File: src/rtl/bus_pkg.sv
// bus_pkg: shared bus transfer types, arbiter state encoding and error read data.
package bus_pkg;
    typedef enum logic {READ = 1'b0, WRITE = 1'b1} ttype_e;
    typedef enum logic [1:0] {BYTE = 2'd0, HALF = 2'd1, WORD = 2'd2} tsize_e;
    typedef enum logic [1:0] {IDLE, GNT0, GNT1} arb_state_e;
    localparam logic [31:0] BUS_ERR_RDATA = 32'hDEADBEEF;
endpackage

File: src/rtl/bus_timeout_ctr.sv
// bus_timeout_ctr: counts granted cycles without completion; expired marks the TIMEOUT-th such cycle.
module bus_timeout_ctr #(
    parameter int TIMEOUT = 255
) (
    input  logic clk,
    input  logic rst_n,
    input  logic clear,
    input  logic en,
    output logic expired
);
    localparam int W = (TIMEOUT > 255) ? $clog2(TIMEOUT + 1) : 8;
    logic [W-1:0] cnt;
    always_ff @(posedge clk) begin
        if (!rst_n || clear)
            cnt <= '0;
        else if (en)
            cnt <= cnt + 1'b1;
    end
    // cnt holds the stalled cycles already elapsed, so this cycle is number cnt+1
    assign expired = en && (cnt >= W'(TIMEOUT - 1));
endmodule

File: src/rtl/bus_arbiter.sv
// bus_arbiter: two masters sharing one slave, fixed m1 priority with transfer timeout.
// Define BUS_ARB_ROUND_ROBIN_EN to alternate the winner when both masters request.
module bus_arbiter
    import bus_pkg::*;
#(
    parameter int TIMEOUT = 255
) (
    input  logic        clk,
    input  logic        rst_n,
    input  logic        m0_breq,
    input  logic        m0_bstart,
    input  logic        m0_ttype,
    input  logic [1:0]  m0_tsize,
    input  logic [31:0] m0_addr,
    input  logic [31:0] m0_wdata,
    output logic [31:0] m0_rdata,
    output logic        m0_bdone,
    output logic        m0_berr,
    input  logic        m1_breq,
    input  logic        m1_bstart,
    input  logic        m1_ttype,
    input  logic [1:0]  m1_tsize,
    input  logic [31:0] m1_addr,
    input  logic [31:0] m1_wdata,
    output logic [31:0] m1_rdata,
    output logic        m1_bdone,
    output logic        m1_berr,
    output logic        s_breq,
    output logic        s_bstart,
    output logic        s_ttype,
    output logic [1:0]  s_tsize,
    output logic [31:0] s_addr,
    output logic [31:0] s_wdata,
    input  logic [31:0] s_rdata,
    input  logic        s_bdone
);
    arb_state_e state;
    logic g0, g1, busy, expired, pick1;
    assign g0 = (state == GNT0);
    assign g1 = (state == GNT1);
    assign busy = g0 || g1;
`ifdef BUS_ARB_ROUND_ROBIN_EN
    logic last_grant;
    assign pick1 = m1_breq && (!m0_breq || !last_grant);
`else
    assign pick1 = m1_breq;
`endif
    bus_timeout_ctr #(.TIMEOUT(TIMEOUT)) u_timeout (
        .clk(clk),
        .rst_n(rst_n),
        .clear(!busy),
        .en(busy && !s_bdone),
        .expired(expired)
    );
    always_ff @(posedge clk) begin
        if (!rst_n) begin
            state <= IDLE;
`ifdef BUS_ARB_ROUND_ROBIN_EN
            last_grant <= 1'b0;
`endif
        end else if (state == IDLE) begin
            state <= pick1 ? GNT1 : (m0_breq ? GNT0 : IDLE);
`ifdef BUS_ARB_ROUND_ROBIN_EN
            if (pick1 || m0_breq)
                last_grant <= pick1;
`endif
        end else if (s_bdone || expired) begin
            state <= IDLE;
        end
    end
    // expired is never set alongside s_bdone, so a coincident completion stays clean
    assign s_breq   = g0 ? m0_breq : (g1 && m1_breq);
    assign s_bstart = !expired && (g0 ? m0_bstart : (g1 && m1_bstart));
    assign s_ttype  = g0 ? m0_ttype : (g1 && m1_ttype);
    assign s_tsize  = g0 ? m0_tsize : (g1 ? m1_tsize : 2'd0);
    assign s_addr   = g0 ? m0_addr : (g1 ? m1_addr : 32'd0);
    assign s_wdata  = g0 ? m0_wdata : (g1 ? m1_wdata : 32'd0);
    assign m0_bdone = g0 && (s_bdone || expired);
    assign m0_berr  = g0 && expired;
    assign m0_rdata = !g0 ? 32'd0 : (expired ? BUS_ERR_RDATA : s_rdata);
    assign m1_bdone = g1 && (s_bdone || expired);
    assign m1_berr  = g1 && expired;
    assign m1_rdata = !g1 ? 32'd0 : (expired ? BUS_ERR_RDATA : s_rdata);
endmodule

File: config.mk
export PLATFORM = sky130hd
export DESIGN_NAME = bus_arbiter
export DESIGN_NICKNAME = d
export VERILOG_FILES = /design/src/rtl/bus_pkg.sv /design/src/rtl/bus_timeout_ctr.sv /design/src/rtl/bus_arbiter.sv
export SDC_FILE = /design/constraint.sdc
export NUM_CORES = 1
export LEC_CHECK = 0
export CORE_AREA = 3 3 119 121
export DETAILED_ROUTE_END_ITERATION = 12
export DIE_AREA = 0 0 122 124
export PLACE_DENSITY_LB_ADDON = 0.12
export SYNTH_ARGS = -nofsm -noshare
export SYNTH_HDL_FRONTEND = slang
export SYNTH_SLANG_ARGS = --single-unit
File: constraint.sdc
create_clock -name clk -period 5.3 [get_ports clk]
set_input_delay 1.325 -clock clk [delete_from_list [all_inputs] [get_ports clk]]
set_output_delay 1.325 -clock clk [all_outputs]
set_load 0.03 [all_outputs]
* Word level (Yosys, flattened, before mapping)
Index checks and enable logic that the tools add are counted.
Storage, ports and cells: bits in registers 10, bits in latches 0, memory bits (writable) 0, bits in read-only memories 0, input port bits 173, output and inout bits 137, word-level logic and storage cells 41, memories kept 0
Cells by class: add/subtract/negate cells 1, $mul 0, divide/modulo/power cells 0, magnitude comparators 1, eq/ne operators 2, shifts and indexed selects 0, muxes and demuxes 16, bitwise logic cells 0, reductions and logical operators 19
Operator list (number):
- $mux 32 | 7
- $logic_and 1x1->1 | 10
- $mux 2 | 5
- $add 8x1->8 const B | 1
- $ge 8x8->1 const B | 1
- $logic_not 1->1 | 4
- $mux 1 | 4
- $logic_or 1x1->1 | 3
- $eq 2x1->1 const B | 1
- $eq 2x2->1 const B | 1
- $logic_not 2->1 | 1
- $reduce_bool 2->1 | 1

* Depth between registers and ports, before layout
Gate-level depths: netlist of the first run.
word-level depth 7, gate-level depth with buffers 7, gate-level depth less buffers 5

* Cells and area by module
A second synthesis of the first run with hierarchy kept.
Second synthesis, totals: cell total of the unflattened synthesis 370, area, all modules 2079.5 sq um
Modules (own cells, without submodules):
- bus_arbiter | times used 1, cells an instance 328, area an instance 1707.9 sq um, seq. area each 40.0 sq um
- bus_timeout_ctr | times used 1, cells an instance 42, area an instance 371.6 sq um, seq. area each 160.2 sq um

* Worst setup path after synthesis of the first run
Ideal clock, no wire load.
kind input-to-output, from input port s_bdone, to output port s_bstart, arrival 2339 ps, data required time 3975 ps, setup slack 1636 ps, cell stages on the path 5, path buffers 2, cell sequence and3b_1 -> o2111a_1 -> buf_6 -> buf_12 -> nor2_1
On the way: longest elaborated chain between the ends 5
RTL lines:
- from (decl) | RTL line bus_arbiter.sv:35 | input logic s_bdone
- $logic_not 1->1 | RTL line bus_arbiter.sv:52 | .en(busy && !s_bdone),
- $logic_and 1x1->1 | RTL line bus_arbiter.sv:52
- $logic_and 1x1->1 | RTL line bus_timeout_ctr.sv:20 | assign expired = en && (cnt >= W'(TIMEOUT - 1));
- $logic_not 1->1 | RTL line bus_arbiter.sv:73 | assign s_bstart = !expired && (g0 ? m0_bstart : (g1 && m1_bstart));
- $logic_and 1x1->1 | RTL line bus_arbiter.sv:73
- to (decl) | RTL line bus_arbiter.sv:29 | output logic s_bstart,
No other way between the ends.

* Worst setup path in the final report of the first run
from input port s_bdone, to output port m0_rdata[22]
On the way: longest elaborated chain between the ends 5
RTL lines:
- $logic_not 1->1 | RTL line bus_arbiter.sv:52
- $logic_and 1x1->1 | RTL line bus_arbiter.sv:52
- $logic_and 1x1->1 | RTL line bus_timeout_ctr.sv:20
- $mux 32 (2 in a row) | RTL line bus_arbiter.sv:80 | assign m0_rdata = !g0 ? 32'd0 : (expired ? BUS_ERR_RDATA : s_rdata);
- to (decl) | RTL line bus_arbiter.sv:16 | output logic [31:0] m0_rdata,
No other way between the ends.

==> flow_summary.toml, run 1 <==
[setup_path]
crit_path_cell_trace = "clkdlybuf4s50_1 -> and3b_1 -> o2111ai_2 -> and3_1 -> clkdlybuf4s50_1"
reg2reg_slack_ns = 3.49
worstPathMaxFanout = 16
cp-end-kind = "output port"
cp-start-kind = "input pin"
worstPathArrival_ns = 3.35
cpMostUsedCell = "clkdlybuf4s50_1"
required_ns = 3.97
critical_path_class = "in2out"
slowest_stage = "clkdlybuf4s50_1"
r2r_start = "state[1]"
r2r_cells = 6
timing.rr.end = "state[0]"
critPathMaxStageDelay_ns = 0.59

[sta]
drv_slew = 0
setup_violations = 0
setup-tns-final_ns = 0
finalCritPeriodShare_pct = 88.3
max_slew_margin_pct = 51.9
finClkSkew_ns = 0.00125
timing.fmax_mhz = 214
tightest_slew_ns = 0.722
finalHoldWorstSlack_ns = 0.500
finalWorstSetupSlack_ns = 0.621
hold_viol_final = 0
period_needed_ns = 4.68
rsz0062_at_grt = "no"

[yosys]
syn_nets = 542
syn_area_um2 = 2120
yosys_warnings = 0
syn_area_per_cell_um2 = 5.83
synth_top_area_share_pct = 23.0
synth_top_area_cell = "nand2_1"
synth_common_cells = "130 x nand2_1, 69 x o21ai_0, 50 x o21a_1"
synth-seq-cells = 10
synth_top_flop_cell = "dfxtp_1"
yosysMostFrequentCell = "nand2_1"
synth-edff-count = 0
synth_area_leaders = "nand2_1 23%, o21a_1 18%, o21ai_0 16%"
synthCells = 364
async_flop_share_pct = 0
synth-seq-area-share_pct = 9.43
ys_types = 31

[die]
rows = 42
io_pins = 310
dieWidth_um = 122
core-area_um2 = 13200
initial_core_util_pct = 16.1
die_h_um = 124
fp.dieArea_um2 = 15100

[worst_hold_path]
hold_path_depth = 2
min_path_type = "reg2reg"
min_from = "u_timeout.cnt[7]"
min_to = "u_timeout.cnt[7]"

[power]
peakVddDrop_mv = 0.121
p_leak_nw = 1.99
power_density_nw_per_um2 = 136
finalPower_w = 0.000714

[global_route]
grt.total_usage_pct = 15.8
antenna_found_initial = 0
grt_pass1_wl_mm = 19.2
grt_max_degree = 67
grt-ovfl-total = 0
grt_pass1_vias = 3355

[clock_tree]
cts-resized-gates = 0
htree_levels = 1
cts_sinks = 10
cts_tree = "done"
clk_latency_ns = 0.24
cts-hold-fix-buffers = 0
numCtsBuffers = 3
cts_root_buf = "clkbuf_16"
path_clk_slew_ns = 0.04
post_cts_buffers = 0
ctsLongestPathBuffers = 2

[layout]
layout.nets = 826
drive_gt1_share_pct = 10.2
final_core_util_pct = 40.0
diodes = 0
area_delta_synth_final_pct = 148

[status]
status = "finished clean"

[run]
drv_cap = 0

[placement]
place_congestion = 0.791
io_buffers = 309
post-place-ws_ns = 0.620
dp_hpwl_mm = 10.8

[route]
wl_per_cell_um = 16.4
wirelength_mm = 13.5
final_antenna_net_count = 0
first_pass_iters = 4
vias = 3551
drt_iter0_drc = 202
viasPerCell = 4.31
drc_errors = 0
[cell type report]
type	instances	area, um^2
Clock buffer	4	88.8
Fill cell	1373	7920
Timing Repair Buffer	316	3050
Sequential cell	10	200
Multi-Input combinational cell	312	1690
Tap cell	176	220
Inverter	5	18.8
[worst max-delay path by stage]
| stage | from | endpoint | slack (ns) | cells past startpoint |
|---|---|---|---|---|
| 2_1_floorplan | s_bdone | s_bstart | 1.64 | 5 |
| 3_3_place_gp | s_bdone | m1_rdata[20] | 0.68 | 5 |
| 3_5_place_dp | s_bdone | m0_rdata[22] | 0.62 | 5 |
| 4_1_cts | s_bdone | m0_rdata[22] | 0.62 | 5 |
| 5_1_grt | s_bdone | m0_rdata[22] | 0.50 | 5 |
| 6_report | s_bdone | m0_rdata[22] | 0.62 | 5 |
[cells in the final DEF (no fill, tap or decap), types with 4 or more instances in the layout]
| master | n |
|---|---|
| a21oi_1 | 6 |
| a22o_1 | 4 |
| and3_1 | 16 |
| buf_4 | 56 |
| clkdlybuf4s50_1 | 257 |
| dfxtp_1 | 10 |
| inv_1 | 5 |
| nand2_1 | 130 |
| nand4b_1 | 4 |
| nor2_1 | 5 |
| o21a_1 | 50 |
| o21ai_0 | 69 |
[per-stage QoR]
step,instance area [um^2],cells
2_1_floorplan,2120,364
3_3_place_gp,5180,819
3_5_place_dp,5180,819
4_1_cts,5270,823
5_1_grt,5270,823
6_report,5270,823
[critical path, delay by kind of cell]
kind                   cells  cell delay, ns
buffers and inverters      2            1.02
and+or+nand+nor            2            0.61
AOI/OAI and AO/OA          1            0.39
[where the power goes]
group          leakage (nW)  switching [W]  internal, W   total, W
Combinational          1.86       0.000243     0.000242   0.000485
Clock                0.0442      0.0000368     0.000114   0.000150
Sequential           0.0810     0.00000181    0.0000771  0.0000789
Total                  1.99       0.000282     0.000432   0.000714
[cell families (layout without fill, tap and decap cells)]
family / Yosys count / after routing / share of synthesized area [%]
compound gates: 134 / 134 / 39.3
buf+inv: 42 / 325 / 12.2
simple gates: 171 / 171 / 35.3
fa+ha+maj: 5 / 5 / 2.95
flops: 10 / 10 / 9.43
xor+xnor: 2 / 2 / 0.825
[state kept, by name, indices dropped and copies added, names as in the netlist]
register       cells
u_timeout.cnt      8
state              2
[metal layers]
metal  track usage (%)  up-vias  share of wire, %
met5                 0        -                 0
met4              1.12        0              0.22
met3              4.36        4               9.8
met2              29.5      173                51
met1              19.0     1562                39
li1                  -     1812                 -
Note: power is estimated with default switching activity, not from simulation.
==> inputs of run 2 (changes only) <==
--- a/config.mk
+++ b/config.mk
@@ -9,6 +9,7 @@
 export DETAILED_ROUTE_END_ITERATION = 12
 export DIE_AREA = 0 0 122 124
 export PLACE_DENSITY_LB_ADDON = 0.12
+export SLEW_MARGIN = 20
 export SYNTH_ARGS = -nofsm -noshare
 export SYNTH_HDL_FRONTEND = slang
 export SYNTH_SLANG_ARGS = --single-unit
==> constraint.sdc (replaced) <==
create_clock -name clk -period 5.3 [get_ports clk]
set_input_delay 0.795 -clock clk [delete_from_list [all_inputs] [get_ports clk]]
set_output_delay 0.795 -clock clk [all_outputs]
set_load 0.03 [all_outputs]
==> run 2 against run 1 <==
  * Critical endpoint is now m0_rdata[11]
  * Non-clock buffer count is 2 lower
  * Register-to-register slack worse by 0.15 ns
  * Setup slack better by 0.69 ns
  * Utilization is 0.48 points higher
  * Critical path depth is 1 higher
  * Highest routed layer unchanged
==> flow_summary.toml, run 2 (synthesized netlist as in run 1, its figures left out) <==
[global_route]
grt_max_degree = 94
grt-ovfl-total = 0
grt_pass1_vias = 3276
antenna_found_initial = 0
grt_pass1_wl_mm = 19.0
grt.total_usage_pct = 15.7

[setup_path]
crit_start = "s_bdone"
reg2reg_slack_ns = 3.34
cp-end-kind = "output port"
r2r_start = "state[1]"
worstPathMaxFanout = 55
critical_path_class = "in2out"
worstPathArrival_ns = 3.20
required_ns = 4.51
cp-start-kind = "input pin"
r2r_cells = 6
timing.rr.end = "state[1]"

[clock_tree]
cts-resized-gates = 0
post_cts_buffers = 0
htree_levels = 1
ctsLongestPathBuffers = 2
cts_root_buf = "clkbuf_16"
path_clk_slew_ns = 0.04
cts-hold-fix-buffers = 0
clk_latency_ns = 0.23
numCtsBuffers = 3
cts_tree = "done"
cts_sinks = 10

[route]
drt_iter0_drc = 191
drc_errors = 0
viasPerCell = 4.30
wirelength_mm = 13.4
vias = 3523
wl_per_cell_um = 16.3
first_pass_iters = 4
final_antenna_net_count = 0

[die]
die_h_um = 124
io_pins = 310
core-area_um2 = 13200
initial_core_util_pct = 16.1
rows = 42
fp.dieArea_um2 = 15100
dieWidth_um = 122

[placement]
io_buffers = 309
place_congestion = 0.751
post-place-ws_ns = 1.30
placed_area_um2 = 5260
dp_hpwl_mm = 10.5
placed_cells = 817

[layout]
reg_top3 = "u_timeout.cnt (8), state (2)"
layout.nets = 824
layout_commonest_cell = "clkdlybuf4s50_1"
fin_area_um2 = 5330
drive_gt1_share_pct = 1.71
top_register = "u_timeout.cnt"
final.fill_count = 1354
fin_cells = 820
final_cell_mix = "309 x clkdlybuf4s50_1, 130 x nand2_1, 69 x o21ai_0"
largest_register_ff_count = 8
diodes = 0
area_delta_synth_final_pct = 151

[sta]
setup_violations = 0
finClkSkew_ns = 0.000774
setup-tns-final_ns = 0
timing.fmax_mhz = 250
rsz0062_at_grt = "no"
tightest_slew_ns = 0.914
drv_slew = 0
finalWorstSetupSlack_ns = 1.31
finalCritPeriodShare_pct = 75.3
period_needed_ns = 3.99
max_slew_margin_pct = 39.1
hold_viol_final = 0

[status]
status = "finished clean"

[run]
drv_cap = 0

[worst_hold_path]
min_path_type = "reg2reg"
min_to = "u_timeout.cnt[7]"
min_from = "u_timeout.cnt[7]"
hold_path_depth = 2

[power]
peakVddDrop_mv = 0.137
power_density_nw_per_um2 = 131
p_leak_nw = 1.86
==> run 2: changes by cell type in the layout (fill, tap and decap cells not counted) <==
cell / change
buf_12: -3
buf_4: -51
clkbuf_8: -1
clkdlybuf4s50_1: +52
==> run 2: power by group <==
part / switching (W) / leakage [nW] / total, W / internal [W]
Clock: 0.0000340 / 0.0370 / 0.000132 / 0.0000978
Sequential: 0.00000176 / 0.0810 / 0.0000789 / 0.0000771
Combinational: 0.000242 / 1.74 / 0.000486 / 0.000244
==> run 2: worst max-delay path by stage <==
stage | end | slack (ns) | cells after the start
detailed placement | m1_rdata[28] | 1.30 | 6
CTS | m1_rdata[28] | 1.28 | 6
global placement | m1_rdata[28] | 1.30 | 6
global route | m1_rdata[28] | 1.16 | 6
floorplan | s_bstart | 2.70 | 5
finish | m0_rdata[11] | 1.31 | 6
==> run 2: per-stage QoR <==
stage	hold WS, ns	util (%)	total power, W
final	0.501	40.4	0.000697
after global routing	0.523	40.4	0.000736
after CTS	0.492	40.4	0.000706
after detailed placement	0.487	39.9	0.000569
after global placement	0.477	39.9	0.000568
after floorplan	0.448	-	0.000292
==> run 2: worst max-delay path, cell delays in order <==
cell	delay, ns
clkdlybuf4s50_1	0.57
and3b_1	0.31
o2111a_1	0.18
buf_4	0.43
o21a_1	0.17
clkdlybuf4s50_1	0.70
==> run 2: area by class of cell <==
type	instances	area (um^2)	share of cell area, %
repair buffers	314	3130	58.7
multi-input cells	312	1690	31.7
well taps	176	220	4.13
flip-flops and latches	10	200	3.75
clock buffers	3	75.1	1.41
inverters	5	18.8	0.352
==> run 2: layer usage <==
metal  track usage (%)  vias up  part of all wire, %
li1                  -     1810                    -
met1              18.9     1547                   38
met2              28.1      160                   51
met3              5.50        6                   11
met4              1.26        0                 0.50
met5                 0        -                    0
